===== config.mk =====
export PLATFORM = sky130hd
export DESIGN_NAME = store_req_ctrl
export DESIGN_NICKNAME = d
export VERILOG_FILES = /design/src/rtl/store_req_ctrl.sv
export SDC_FILE = /design/constraint.sdc
export NUM_CORES = 1
export LEC_CHECK = 0
export CORE_MARGIN = 2
export CORE_UTILIZATION = 38
export DETAILED_ROUTE_END_ITERATION = 16
export PLACE_DENSITY = 0.79
export SYNTH_ARGS = -nofsm -noshare
export SYNTH_HDL_FRONTEND = slang
export SYNTH_SLANG_ARGS = --single-unit

===== constraint.sdc =====
create_clock -name clk -period 2.9 [get_ports clk]
set_input_delay 0.87 -clock clk [delete_from_list [all_inputs] [get_ports clk]]
set_output_delay 0.87 -clock clk [all_outputs]
set_load 0.01 [all_outputs]

===== src/rtl/store_req_ctrl.sv =====
// Store-side M-stage unit: turns SB/SH/SW into a byte-strobed, lane-replicated
// write on the data SRAM-like bus, flags AdES and stalls until the write lands.
module store_req_ctrl #(
  parameter int unsigned ADDR_W    = 32,
  parameter int unsigned DATA_W    = 32,
  parameter logic [7:0]  EXE_SB_OP = 8'b1110_1000,
  parameter logic [7:0]  EXE_SH_OP = 8'b1110_1001,
  parameter logic [7:0]  EXE_SW_OP = 8'b1110_1011
) (
  input  logic                  clk,
  input  logic                  rst,
  input  logic                  memwriteM,
  input  logic [7:0]            alucontrolM,
  input  logic [ADDR_W-1:0]     aluoutM,
  input  logic [DATA_W-1:0]     writedataM,
  input  logic                  flushM,
  input  logic                  advanceM,
  output logic                  adesM,
  output logic [ADDR_W-1:0]     bad_addrM,
  output logic                  stallM,
  output logic                  data_req,
  output logic                  data_wr,
  output logic [1:0]            data_size,
  output logic [ADDR_W-1:0]     data_addr,
  output logic [DATA_W/8-1:0]   data_wstrb,
  output logic [DATA_W-1:0]     data_wdata,
  input  logic                  data_addr_ok,
  input  logic                  data_data_ok
);

  localparam int unsigned STRB_W = DATA_W / 8;

  typedef enum logic [1:0] {
    ST_IDLE = 2'd0,
    ST_REQ  = 2'd1,
    ST_WAIT = 2'd2,
    ST_DONE = 2'd3
  } state_e;

  state_e state_q, state_d;

  logic [ADDR_W-1:0] addr_q, addr_d;
  logic [1:0]        size_q, size_d;
  logic [STRB_W-1:0] wstrb_q, wstrb_d;
  logic [DATA_W-1:0] wdata_q, wdata_d;

  logic is_sb, is_sh, is_sw, start, issue;

  assign is_sb = (alucontrolM == EXE_SB_OP);
  assign is_sh = (alucontrolM == EXE_SH_OP);
  assign is_sw = (alucontrolM == EXE_SW_OP);
  assign start = memwriteM & (is_sb | is_sh | is_sw);

  // AdES is not masked by flushM; the exception unit arbitrates priority.
  assign adesM     = memwriteM & ((is_sh & aluoutM[0]) | (is_sw & (aluoutM[1:0] != 2'b00)));
  assign bad_addrM = adesM ? aluoutM : '0;

  assign issue = (state_q == ST_IDLE) & start & ~adesM & ~flushM;

  always_comb begin
    addr_d  = aluoutM;
    size_d  = 2'd0;
    wstrb_d = '0;
    wdata_d = writedataM;
    if (is_sb) begin
      size_d  = 2'd0;
      wstrb_d = 4'b0001 << aluoutM[1:0];
      wdata_d = {4{writedataM[7:0]}};
    end else if (is_sh) begin
      size_d  = 2'd1;
      wstrb_d = aluoutM[1] ? 4'b1100 : 4'b0011;
      wdata_d = {2{writedataM[15:0]}};
    end else if (is_sw) begin
      size_d  = 2'd2;
      wstrb_d = 4'b1111;
      wdata_d = writedataM;
    end
  end

  always_comb begin
    state_d  = state_q;
    stallM   = 1'b0;
    data_req = 1'b0;
    unique case (state_q)
      ST_IDLE: begin
        if (issue) begin
          state_d = ST_REQ;
          stallM  = 1'b1;
        end
      end
      ST_REQ: begin
        data_req = 1'b1;
        stallM   = 1'b1;
        if (data_addr_ok) begin
          state_d = data_data_ok ? ST_DONE : ST_WAIT;
        end else if (flushM) begin
          state_d = ST_IDLE;
        end
      end
      // An accepted write always completes, so flushM is not looked at here.
      ST_WAIT: begin
        stallM = 1'b1;
        if (data_data_ok) begin
          state_d = ST_DONE;
        end
      end
      ST_DONE: begin
        if (advanceM | flushM) begin
          state_d = ST_IDLE;
        end
      end
      default: state_d = ST_IDLE;
    endcase
  end

  always_ff @(posedge clk) begin
    if (rst) begin
      state_q <= ST_IDLE;
      addr_q  <= '0;
      size_q  <= 2'd0;
      wstrb_q <= '0;
      wdata_q <= '0;
    end else begin
      state_q <= state_d;
      if (issue) begin
        addr_q  <= addr_d;
        size_q  <= size_d;
        wstrb_q <= wstrb_d;
        wdata_q <= wdata_d;
      end
    end
  end

  assign data_wr    = data_req;
  assign data_size  = size_q;
  assign data_addr  = addr_q;
  assign data_wstrb = wstrb_q;
  assign data_wdata = wdata_q;

endmodule


==> metrics <==
share of layout cells above drive strength 1=18.84%; RSZ-0062 raised after global routing=true; Worst Path Max Fanout=4; FF+latch count, synth=72; CP Class=input pin to output pin; final clock period utilization by the worst path=105.6%; total CTS buffers=9; vias in the first global route=3576; first-pass iteration count of the detailed router=5; clk_lat worst skew=0.34 ns; number of max-cap violations=0; Syn Nets=512; htree depth=3; share of flip-flops with an asynchronous set or reset=0%; core area=8636 sq um; DRC viols=0; Die Area=9561 sq um; ys flop type=dfxtp_1; final setup skew=0.005775 ns; Final GP Congestion=0.8235; CP max stage delay=0.33 ns; Post-CTS Hold Buffers=0; antenna cells=0; crit path from=alucontrolM[4]; post-route setup slack=-0.1631 ns; Final Hold Fails=0; Design Area, Final=5618 sq um; status=finished with violations; Data required, critical path=2.03 ns; GRT Residual Overflow=0; hold path cells=2; Hold Crit Start=data_wdata[28]; Final Critical Period=3.063 ns; worst vdd ir=0.2541 mV; Die Y=97.78 microns; sequential cell area fraction in the yosys report=43.13%; crit path DAT=2.19 ns; CP endpoint kind=output pin; CTS clk-pin slew, worst paths=0.07 ns; crit-path cells=buf_6 -> and4bb_2 -> nand3_4 -> nor3b_4 -> buf_6 -> buf_12 -> buf_16 -> and2_1 -> buf_2; initial antenna violation count=0; leak pwr=2.057 nW; via count=3718; fmax=0.3265 GHz; worst r2r path cells=7; EDFF count, synth=0; crit path launch type=input pin; Post-Syn Area=3342 sq um; synth-to-layout area growth=68.10%; R2R Path Start=state_q[0]; global-route wire length before repair=18170 microns; Least-Margin Pin Slew=0.8430 ns; antenna viol nets, final=0; distinct cell type count after synthesis=43; clock sink total=72; Placed Area=5341 sq um; port bufs=184; drt wl/cell=15.56 microns; I/O Pins=185; maximum root-to-sink buffer count=2; Post-DP HPWL=7919 microns; final wirelength=11340 microns; Slew headroom=43.80%; Hold/Removal Path Class=flip-flop to flip-flop; Final Max Slew Viols=0; row count=34; clk root buf=clkbuf_8; GRT Overall Usage=23.60%; Final Setup Violations=33; Worst path slowest cell=and4bb_2; Starting Density=38.70%; Die Width=97.78 microns; utilization after layout=65.05%; CTS tree=done; fin nets=700; Avg Cell Area, Syn=7.808 sq um; TNS Setup=-3.121 ns; hold_ws=0.4539 ns; failing checks=negative setup slack; Gate Count Post-Synth=428; largest net degree at the start of global routing=86; DR vias/cell=5.100; dpl ws=-0.7849 ns; synthesis warning total=0; initial drt markers=167; most frequent CP cell=buf_6; Power Density=351.0 nW/um^2
-- report_power, final --
group	leakage (nW)	internal (W)	switching (W)
Clock	0.0920	0.000393	0.000370
Sequential	0.580	0.000990	0.00000118
Combinational	1.38	0.000127	0.0000910
Total	2.06	0.00151	0.000462
-- cells in the final DEF, fill, tap and decap left out, drive strengths merged, types with 3 or more instances in the layout --
cell type | Yosys | final
nor3b | 4 | 4
a311oi | 11 | 11
clkbuf | 15 | 10
dfxtp | 72 | 72
dlygate4sd2 | 0 | 8
nor2 | 29 | 29
nand2b | 4 | 4
o21ai | 17 | 17
a211oi | 7 | 7
ha | 5 | 5
inv | 5 | 5
clkinv | 0 | 3
o221ai | 3 | 3
clkdlybuf4s50 | 0 | 137
nand3 | 4 | 4
a21oi | 58 | 58
mux2i | 9 | 9
and2 | 33 | 33
buf | 20 | 67
nand2 | 108 | 108
o22ai | 5 | 5
-- kinds of logic after synthesis --
kind of cell,share of synthesized area (%)
flip-flops,43.13
buffers and inverters,5.428
AND/OR/NAND/NOR,27.22
AO/OA/AOI/OAI,19.66
multiplexers,2.696
adder cells (fa/ha/maj),1.872
-- metrics by stage --
stage	power [W]	std cells
after floorplan	0.001078	428
after global placement	0.001227	706
after detailed placement	0.001230	706
after CTS	0.001986	732
after global routing	0.002055	729
final	0.001972	729
-- synth_stat cells, types with 4 or more instances --
master	n	share of area, %
nand2b_1	4	0.75
buf_2	16	2.4
and2_1	33	6.2
inv_1	4	0.45
o21ai_0	16	2.4
nand2_1	107	12
mux2i_1	9	2.7
a211oi_1	7	1.6
nor2_1	26	2.9
o22ai_1	5	0.94
dfxtp_1	72	43
a21oi_1	58	8.7
ha_1	5	1.9
clkbuf_1	15	1.7
a311oi_1	11	2.9
-- state kept, by name, indices dropped and copies added, names as in the netlist, named ones only --
name	count
data_addr	32
data_wdata	32
data_wstrb	4
data_size	2
state_q	1
-- worst max-delay path: cells and delay by family --
kind / cells / cell delay (ns)
simple gates: 4 / 0.74
buf+inv: 5 / 0.58
-- timing repair --
item / in CTS / in global routing
buffers inserted: 8 / 0
endpoints found under the setup margin: 34 / 34
gates resized for setup: 190 / 13
gates cloned: 3 / 0
pin swaps: 18 / 5
endpoints found under the hold margin: 0 / 0
-- final timing paths --
path	end	slack, ns
setup / recovery	bad_addrM[27]	-0.16
hold / removal	data_wdata[28]	0.45
setup reg to reg	data_wdata[30]	0.64
hold reg to reg	data_wdata[28]	0.45
-- routing by layer --
metal,global-route usage (%),up-vias,part of all wire [%]
met3,6.514,19,7.4
met2,41.27,152,50
met1,28.00,1714,40
met5,0,-,0
li1,-,1833,-
met4,7.906,0,2.1
-- final cells by class --
class                      instances  area, sq um
sequential                        72         1441
clock inverter                     6        60.06
fill                             726         3018
multi-input combinational        316         1795
inverter                           5        18.77
tap                              108        135.1
clock buffer                      10        127.6
timing repair buffer             212         2039
Note: power is estimated with default switching activity, not from simulation.
